`config.mk`:
```
export PLATFORM = sky130hd
export DESIGN_NAME = riscv_muldiv
export DESIGN_NICKNAME = d
export VERILOG_FILES = /design/src/rtl/riscv_muldiv_pkg.sv /design/src/rtl/riscv_muldiv_negate.sv /design/src/rtl/riscv_muldiv.sv
export SDC_FILE = /design/constraint.sdc
export NUM_CORES = 1
export LEC_CHECK = 0
export ABC_AREA = 0
export CORE_MARGIN = 2
export CORE_UTILIZATION = 45
export CTS_BUF_LIST = sky130_fd_sc_hd__clkbuf_8
export DETAILED_ROUTE_END_ITERATION = 12
export PLACE_DENSITY_LB_ADDON = 0.1
export SLEW_MARGIN = 10
export SYNTH_ARGS = -nofsm -noshare
export SYNTH_HDL_FRONTEND = slang
export SYNTH_SLANG_ARGS = --single-unit
```
`constraint.sdc`:
```
create_clock -name clk_i -period 6.23 [get_ports clk_i]
set_clock_uncertainty 0.2 [all_clocks]
set_input_delay 1.246 -clock clk_i [delete_from_list [all_inputs] [get_ports clk_i]]
set_output_delay 1.246 -clock clk_i [all_outputs]
set_load 0.1 [all_outputs]
```
`src/rtl/riscv_muldiv_pkg.sv`:
```
// Shared types and constants for the RV32M iterative multiply/divide unit.
package riscv_muldiv_pkg;

    localparam int unsigned MD_OP_W    = 3;
    localparam int unsigned MD_STATE_W = 2;

    // funct7 value that selects the M extension within the OP major opcode
    localparam logic [6:0] OPCODE_OP_FUNCT7_M = 7'h01;

    typedef enum logic [MD_OP_W-1:0] {
        MUL    = 3'd0,
        MULH   = 3'd1,
        MULHSU = 3'd2,
        MULHU  = 3'd3,
        DIV    = 3'd4,
        DIVU   = 3'd5,
        REM    = 3'd6,
        REMU   = 3'd7
    } md_op;

    typedef enum logic [MD_STATE_W-1:0] {
        IDLE = 2'd0,
        CALC = 2'd1,
        DONE = 2'd2
    } md_state;

endpackage

```
`src/rtl/riscv_muldiv_negate.sv`:
```
// Conditional two's-complement negate, used for operand magnitudes and result sign fix-up.
module riscv_muldiv_negate
    import riscv_muldiv_pkg::*;
#(
    parameter int unsigned W = 32
) (
    input  logic         neg_i,
    input  logic [W-1:0] a_i,
    output logic [W-1:0] y_c
);

    assign y_c = neg_i ? (~a_i + W'(1)) : a_i;

endmodule

```
`src/rtl/riscv_muldiv.sv`:
```
// Iterative RV32M multiply/divide: radix-2 shift-add multiply, restoring divide,
// one-cycle fast path for divide-by-zero and signed overflow.
module riscv_muldiv
    import riscv_muldiv_pkg::*;
#(
    parameter int unsigned WIDTH = 32,
    parameter int unsigned CNT_W = $clog2(WIDTH) + 1
) (
    input  logic             clk_i,
    input  logic             rst_ni,
    input  logic             valid_i,
    output logic             ready_o,
    input  logic [2:0]       op_i,
    input  logic [WIDTH-1:0] op_a_i,
    input  logic [WIDTH-1:0] op_b_i,
    input  logic             abort_i,
    output logic             valid_o,
    input  logic             ready_i,
    output logic [WIDTH-1:0] result_o
);

    localparam int unsigned AW = 2 * WIDTH;

    md_state              state_q, state_d;
    md_op                 op_q, op_d;
    logic                 sign_q, sign_d;
    logic [CNT_W-1:0]     cnt_q, cnt_d;
    logic [AW-1:0]        acc_q, acc_d;
    logic [WIDTH-1:0]     b_q, b_d;
    logic                 ready_q, ready_d;
    logic                 valid_q, valid_d;
    logic [WIDTH-1:0]     result_q, result_d;

    md_op                 op_in;
    logic                 signed_a, signed_b, sign_in;
    logic                 div_zero, div_ovf, fast;
    logic [WIDTH-1:0]     mag_a, mag_b, fast_res;
    logic [WIDTH:0]       mul_sum, div_shift, div_diff;
    logic [AW-1:0]        mul_next, div_next, acc_nxt;
    logic [AW-1:0]        pre_fix, fixed;
    logic [WIDTH-1:0]     res_slice;

    assign op_in    = md_op'(op_i);
    assign signed_a = (op_in == MULH) || (op_in == MULHSU) || (op_in == DIV) || (op_in == REM);
    assign signed_b = (op_in == MULH) || (op_in == DIV) || (op_in == REM);

    riscv_muldiv_negate #(.W(WIDTH)) u_neg_a (
        .neg_i (signed_a & op_a_i[WIDTH-1]),
        .a_i   (op_a_i),
        .y_c   (mag_a)
    );

    riscv_muldiv_negate #(.W(WIDTH)) u_neg_b (
        .neg_i (signed_b & op_b_i[WIDTH-1]),
        .a_i   (op_b_i),
        .y_c   (mag_b)
    );

    // Request decode: result sign and the special-case division outcomes
    always_comb begin
        sign_in = 1'b0;
        case (op_in)
            MULH, DIV:   sign_in = op_a_i[WIDTH-1] ^ op_b_i[WIDTH-1];
            MULHSU, REM: sign_in = op_a_i[WIDTH-1];
            default:     sign_in = 1'b0;
        endcase
        div_zero = (op_b_i == '0);
        div_ovf  = ((op_in == DIV) || (op_in == REM)) &&
                   (op_a_i == {1'b1, {(WIDTH-1){1'b0}}}) && (op_b_i == '1);
        fast     = op_in[2] && (div_zero || div_ovf);
        if (div_zero) fast_res = op_in[1] ? op_a_i : '1;
        else          fast_res = op_in[1] ? '0 : op_a_i;
    end

    // One iteration: acc = {partial product / remainder, multiplier / dividend-quotient}
    always_comb begin
        mul_sum   = {1'b0, acc_q[AW-1:WIDTH]} + (acc_q[0] ? {1'b0, b_q} : '0);
        mul_next  = {mul_sum, acc_q[WIDTH-1:1]};
        div_shift = acc_q[AW-1:WIDTH-1];
        div_diff  = div_shift - {1'b0, b_q};
        div_next  = div_diff[WIDTH] ? {div_shift[WIDTH-1:0], acc_q[WIDTH-2:0], 1'b0}
                                    : {div_diff[WIDTH-1:0],  acc_q[WIDTH-2:0], 1'b1};
        acc_nxt   = op_q[2] ? div_next : mul_next;
        pre_fix   = op_q[2] ? {WIDTH'(0), (op_q[1] ? acc_nxt[AW-1:WIDTH] : acc_nxt[WIDTH-1:0])}
                            : acc_nxt;
    end

    // Full-width negate so the high product half picks up the borrow from the low half
    riscv_muldiv_negate #(.W(AW)) u_neg_res (
        .neg_i (sign_q),
        .a_i   (pre_fix),
        .y_c   (fixed)
    );

    assign res_slice = (!op_q[2] && (op_q != MUL)) ? fixed[AW-1:WIDTH] : fixed[WIDTH-1:0];

    // Next-state and datapath control
    always_comb begin
        state_d  = state_q;
        op_d     = op_q;
        sign_d   = sign_q;
        cnt_d    = cnt_q;
        acc_d    = acc_q;
        b_d      = b_q;
        result_d = result_q;

        case (state_q)
            IDLE: begin
                if (valid_i && ready_q && !abort_i) begin
                    op_d   = op_in;
                    sign_d = sign_in;
                    b_d    = mag_b;
                    acc_d  = {WIDTH'(0), mag_a};
                    if (fast) begin
                        state_d  = DONE;
                        result_d = fast_res;
                    end else begin
                        state_d = CALC;
                        cnt_d   = CNT_W'(WIDTH);
                    end
                end
            end
            CALC: begin
                acc_d = acc_nxt;
                cnt_d = cnt_q - CNT_W'(1);
                if (cnt_q == CNT_W'(1)) begin
                    state_d  = DONE;
                    result_d = res_slice;
                end
            end
            DONE: begin
                if (ready_i) state_d = IDLE;
            end
            default: state_d = IDLE;
        endcase

        if (abort_i) begin
            state_d  = IDLE;
            cnt_d    = '0;
            result_d = result_q;
        end

        ready_d = (state_d == IDLE);
        valid_d = (state_d == DONE);
    end

    always_ff @(posedge clk_i or negedge rst_ni) begin
        if (!rst_ni) begin
            state_q  <= IDLE;
            op_q     <= MUL;
            sign_q   <= 1'b0;
            cnt_q    <= '0;
            acc_q    <= '0;
            b_q      <= '0;
            ready_q  <= 1'b1;
            valid_q  <= 1'b0;
            result_q <= '0;
        end else begin
            state_q  <= state_d;
            op_q     <= op_d;
            sign_q   <= sign_d;
            cnt_q    <= cnt_d;
            acc_q    <= acc_d;
            b_q      <= b_d;
            ready_q  <= ready_d;
            valid_q  <= valid_d;
            result_q <= result_d;
        end
    end

    assign ready_o  = ready_q;
    assign valid_o  = valid_q;
    assign result_o = result_q;

endmodule

```
; ---- Yosys cells after proc, flatten, opt, wreduce, memory -nomap -nowiden
; Cells that the tools add are included.
[op_classes]
n_addsub = 6
n_eq_ne = 15
mux = 29
n_bitwise = 7
n_reduce_logical = 27
[op_table]
columns = operator, count
row1 = two-way mux 32 bit, 11
row2 = two-way mux 64 bit, 5
row3 = one-hot mux 64 bit (2 select lines), 1
row4 = adder 32 x 1 -> 32 bit (second input constant), 2
row5 = adder 64 x 1 -> 64 bit (second input constant), 1
row6 = equality test 32 bit (second input constant), 2
row7 = NOT 32 bit, 2
row8 = NOT 64 bit, 1
row9 = one-hot mux 32 bit (2 select lines), 1
row10 = adder 32 x 32 -> 33 bit, 1
row11 = subtractor 33 x 32 -> 33 bit, 1
row12 = zero test 32 bit, 1
row13 = two-way mux 6 bit, 3
row14 = one-hot mux 6 bit (2 select lines), 1
row15 = two-way mux 2 bit, 5
row16 = logical OR 1 bit, 7
row17 = equality test 3 bit (second input constant), 2
row18 = equality test 6 x 1 -> 1 bit (second input constant), 1
row19 = logical AND 1 bit, 6
row20 = != test 2 bit (second input constant), 3
row21 = != test 3 bit (second input constant), 2
row22 = one-hot mux 2 bit (3 select lines), 1
row23 = nonzero test 3 bit, 2
row24 = subtractor 6 x 1 -> 6 bit (second input constant), 1
row25 = other kinds (15), 21
[totals]
regBits = 142
input_bits = 72

; ---- Depth between registers and ports, before layout
; Gate-level depths: netlist (run 1).
[logic_depth]
depth_word = 11
ltp_mapped = 24
ltp_nobuf = 21

; ---- Modules after synthesis
; Synthesis (run 1) repeated with hierarchy kept, for this count alone.
[hier_totals]
hier_cells = 1918
hier_area_um2 = 15325.9
[modules_own_cells]
columns = mod, instances, cells_per_inst, area_per_inst_um2, seq_area_each_um2
row1 = riscv_muldiv, 1, 1514, 12122.9, 3554.7
row2 = riscv_muldiv_negate (u_neg_res), 1, 206, 1649.1, 0.0
row3 = riscv_muldiv_negate (u_neg_a ...), 2, 99, 777.0, 0.0

; ---- Least setup slack after synthesis (run 1)
; OpenSTA, ideal clock, no wires.
[synth_path]
kind = reg-to-reg
startpoint = register acc_q[31]
endpoint = register result_q[6] (netlist: result_o[6])
setup_time_ns = 0.078
t_arrival_ns = 4.895
required_time_ns = 5.952
setup_slack_ns = 1.056
path_stages_with_launch = 24
path_buffers = 2
synth_period_minus_slack_ns = 5.174
cell_sequence = dfrtp_1 inv_1 ha_1 inv_1 fa_1 a211oi_2 o211ai_1 and4_1 buf_4 o21ai_2 nand3_1 nand2_1 clkbuf_1 nor2_1 a21oi_1 nand2_1 o21ai_0 ha_1 nor2b_1 nand3_2 or3_4 or4_1 mux2_1 a21oi_1
[synth_via]
elab_chain_len = 11
[synth_lines]
columns = element, line
row1 = from (decl), riscv_muldiv.sv:28  ; logic [AW-1:0] acc_q, acc_d;
row2 = from (signal assigned), riscv_muldiv.sv:153  ; acc_q <= '0;
row3 = from (signal assigned), riscv_muldiv.sv:163  ; acc_q <= acc_d;
row4 = subtractor 33 x 32 -> 33 bit, riscv_muldiv.sv:80  ; div_diff = div_shift - {1'b0, b_q};
row5 = two-way mux 64 bit, riscv_muldiv.sv:81  ; div_next = div_diff[WIDTH] ? {div_shift[WIDTH-1:0], acc_q[WIDTH-2:0], 1'b0}
row6 = two-way mux 64 bit (*), riscv_muldiv.sv:83  ; acc_nxt = op_q[2] ? div_next : mul_next;
row7 = two-way mux 32 bit, riscv_muldiv.sv:84  ; pre_fix = op_q[2] ? {WIDTH'(0), (op_q[1] ? acc_nxt[AW-1:WIDTH] : acc_nxt[WIDTH-1:0])}
row8 = two-way mux 64 bit (*), riscv_muldiv.sv:84
row9 = NOT 64 bit, riscv_muldiv_negate.sv:12  ; assign y_c = neg_i ? (~a_i + W'(1)) : a_i;
row10 = adder 64 x 1 -> 64 bit, riscv_muldiv_negate.sv:12
row11 = two-way mux 64 bit (*), riscv_muldiv_negate.sv:12
row12 = two-way mux 32 bit (*), riscv_muldiv.sv:95  ; assign res_slice = (!op_q[2] && (op_q != MUL)) ? fixed[AW-1:WIDTH] : fixed[WIDTH-1:0];
row13 = two-way mux 32 bit (*), riscv_muldiv.sv:126  ; if (cnt_q == CNT_W'(1)) begin
row14 = one-hot mux 32 bit (2 select lines) (*), riscv_muldiv.sv:107  ; case (state_q)
row15 = to (signal assigned), riscv_muldiv.sv:167  ; result_q <= result_d;
row16 = to (decl), riscv_muldiv.sv:32  ; logic [WIDTH-1:0] result_q, result_d;
; Mark *: on every way between the ends. The rest lies on a longest branch, timed or not. The select of a mux whose other input is x is not followed.
; A chain may end at the register's enable or synchronous reset.

; ---- Final worst setup path (run 1)
; Ends and elaborated chain as after synthesis.

==> results_dict.tcl, run 1 <==
set metrics [dict create \
    status "finished clean" \
    p_sw_share_pct 59.8 \
    synth_xor_area_share_pct 6.55 \
    clk_pin_slew_ps 90 \
    hp-class "register to register" \
    seqPwrFrac_pct 16.7 \
    pre_cts_slack_ps 590 \
    peakVddDrop_mv 0.281 \
    worstPathMaxFanout 11 \
    cts_sinks 142 \
    hold_viol 0 \
    final_cells 2743 \
    coreArea_sq_um 35400 \
    yosys-mux-area-fraction_pct 4.67 \
    routabilityCongestion 1.05 \
    yosysWarnings 0 \
    portBuffers 105 \
    crit_top_cell "inv_1" \
    pwr-share-clk_pct 8.3 \
    worstMarginPinSlew_ps 1210 \
    drtIter0Drc 2610 \
    relSlewSlack_pct 18.7 \
    post_cts_buffers 0 \
    yosysUniqueCellTypes 101 \
    diodes 0 \
    syn_to_final_growth_pct 14.0 \
    p_comb_share_pct 75.0 \
    place_inst 2712 \
    antenna_found_initial 3 \
    min_period_ps 5590 \
    critical_path_class "register to register" \
    cp_cell_sequence "inv_1, ha_1, inv_1, fa_1, a211oi_2, o211ai_1, and4_1, o21ai_2, a21oi_2, nor2_2, buf_4, mux2_2, nor2b_1, nand3_2, or3_4, or4_1, mux2_1, a21oi_1" \
    grt_pass1_vias 17100 \
    r2r_start "acc_q[31]" \
    worst_setup_path_end_kind "register" \
    rsz0062_at_grt "no" \
    vias 18600 \
    ys.flop_type "dfrtp_1" \
    fill_cells 3591 \
    fp.dieArea_sq_um 37200 \
    synth_top_family_by_area "compound AO/OA/AOI/OAI gates" \
    grt_max_degree 80 \
    core.rowCount 69 \
    p_leak_uw 0.00743 \
    drive_above_1_share_pct 8.72 \
    die_y_um 193 \
    worstPathRequired_ps 6460 \
    drt-wirelength-per-cell_um 27.0 \
    power.switching_uw 6260 \
    drcViolationCount 0 \
    hpwl_mm 58.2 \
    clock.fmax_mhz 179 \
    startpoint "acc_q[31]" \
    dr.pass1.iters 6 \
    critPathLaunchType "register" \
    hold_buffers 0 \
    layout.nets 2414 \
    synth-adder-area-share_pct 5.70 \
    slew_violations 0 \
    synth_area_leaders "dfrtp_1 (22%), o21ai_0 (6.2%), nand2_1 (5.8%)" \
    timing.final.crit_share_pct 89.7 \
    cts_tree "yes" \
    wl_mm 74.1 \
    power.density_nw_per_um2 572 \
    slowest_delay_ps 470 \
    ys_ff_latch 142 \
    cp.arrival_ps 5820 \
    async_flop_share_pct 100 \
    numCtsBuffers 17 \
    cts_max_level 4 \
    ys_top_cells_by_count "nand2_1 (246), o21ai_0 (200), nor2_1 (190), a21oi_1 (180), dfrtp_1 (141)" \
    synth_edf_count 0 \
    drtAntennaViolNets 0 \
    grt_pass1_wl_mm 108 \
    crit_slowest_cell "or3_4" \
    setup_viol 0 \
    post-route-worst-setup-slack_ps 640 \
    min_path_cells 1 \
    clk_path_buf_depth 2 \
    track_usage_pct 39.5 \
    avgSynthCellArea_sq_um 7.33 \
    worstRegToRegCells 18 \
    insertion_delay_ps 500 \
    die_w_um 193 \
    synth_cells 2191 \
    max_cap_violations 0 \
    root_buffer "clkbuf_8" \
    num_io_pins 106 \
    hold_start "result_o[13]" \
    viasPerCell 6.78 \
    synthSimpleGateAreaFrac_pct 26.4 \
    grt_overflow 0 \
    start_util_pct 45.4 \
    ys_seq_area_share_pct 22.1 \
    synth_top_cell_area_share_pct 22.0 \
    yosysMostFrequentCell "nand2_1" \
    tns_ps 0 \
    synth_top_cell_by_area "dfrtp_1" \
    syn_area_sq_um 16100 \
    cts_resized 0 \
    synth_compound_area_share_pct 29.8 \
    syn-num-nets 2335 \
    p_int_uw 4210 \
]
## cells by family after synthesis
logic type                 after synthesis
and+or+nand+nor                        850
AOI/OAI and AO/OA                      738
buffers and inverters                  198
DFF                                    142
xor gates and xnor gates               120
adders and majority gates               72
muxes                                   71
## worst max-delay path, delay by kind of cell, from the launching register on
family,cells,cell delay (ps)
mux,2,710
buf+inv,3,420
compound gates,5,1050
simple gates,6,2130
fa+ha+maj,2,610
flops,1,410
## placed cells by master, fill, tap and decap left out, drive strengths merged, types with 29 or more instances in the layout
master / instances
clkdlybuf4s50: 104
a31oi: 39
mux2i: 40
buf: 87
xor2: 59
a21o: 29
xnor2: 61
nor2: 193
dfrtp: 141
and2: 46
a21oi: 182
nand3: 79
inv: 69
ha: 70
mux2: 31
o21ai: 214
o31ai: 32
nand4: 38
nand2: 247
nor3: 72
## per-layer routing
metal / vias to the layer above / wire length (um) / global-route usage, %
met2: 1180 / 31400 / 59.1
met1: 8889 / 29600 / 52.7
met4: 2 / 4060 / 18.6
met5: - / 13 / 0
met3: 208 / 8970 / 11.0
li1: 8307 / - / -
## final timing paths
check	endpoint	slack, ps
setup reg to reg	result_o[6]	640
setup / recovery	result_o[6]	640
hold / removal	result_o[13]	290
hold reg to reg	result_o[13]	290
max in group asynchronous	result_o[25]	4120
min in group asynchronous	b_q[16]	410
## cell type report
cell class | instances | area [sq um] | area share [%]
multi-input combinational | 1851 | 11800 | 64.4
sequential | 142 | 3560 | 19.4
timing repair buffer | 191 | 1700 | 9.27
tap | 461 | 577 | 3.15
inverter | 67 | 251 | 1.37
clock buffer | 18 | 248 | 1.35
clock inverter | 13 | 185 | 1.01
## per-stage QoR
stage	hold WS, ps	utilization, %	total power [uW]	area (sq um)
3_3_place_gp	262	50.5	9260	17900
2_1_floorplan	264	-	6540	16100
6_report	293	51.7	10500	18300
4_1_cts	295	51.7	10200	18300
3_5_place_dp	276	50.5	9260	17900
5_1_grt	314	51.7	10900	18300
## sequential cells by signal, indices dropped and copies added (netlist names)
register	count
cnt_q	6
state_q	2
sign_q	1
b_q	32
op_q	3
result_o	32
ready_o	1
acc_q	64
valid_o	1
## power by group through the flow
stage | clock (uW) | combinational [uW] | sequential [uW]
6_report | 866 | 7850 | 1750
5_1_grt | 913 | 8270 | 1770
4_1_cts | 875 | 7570 | 1720
3_5_place_dp | 0 | 7530 | 1730
3_3_place_gp | 0 | 7530 | 1730
2_1_floorplan | 0 | 4530 | 2020
Note: power is estimated with default switching activity, not from simulation.
==> run 2, diff against run 1 <==
--- a/config.mk
+++ b/config.mk
@@ -10,6 +10,7 @@
 export CORE_UTILIZATION = 45
 export CTS_BUF_LIST = sky130_fd_sc_hd__clkbuf_8
 export DETAILED_ROUTE_END_ITERATION = 12
+export HOLD_SLACK_MARGIN = 0.03
 export PLACE_DENSITY_LB_ADDON = 0.1
 export SLEW_MARGIN = 10
 export SYNTH_ARGS = -nofsm -noshare
==> results of run 2 <==
Same layout as run 1: the final DEF is identical, and so are final timing and power.
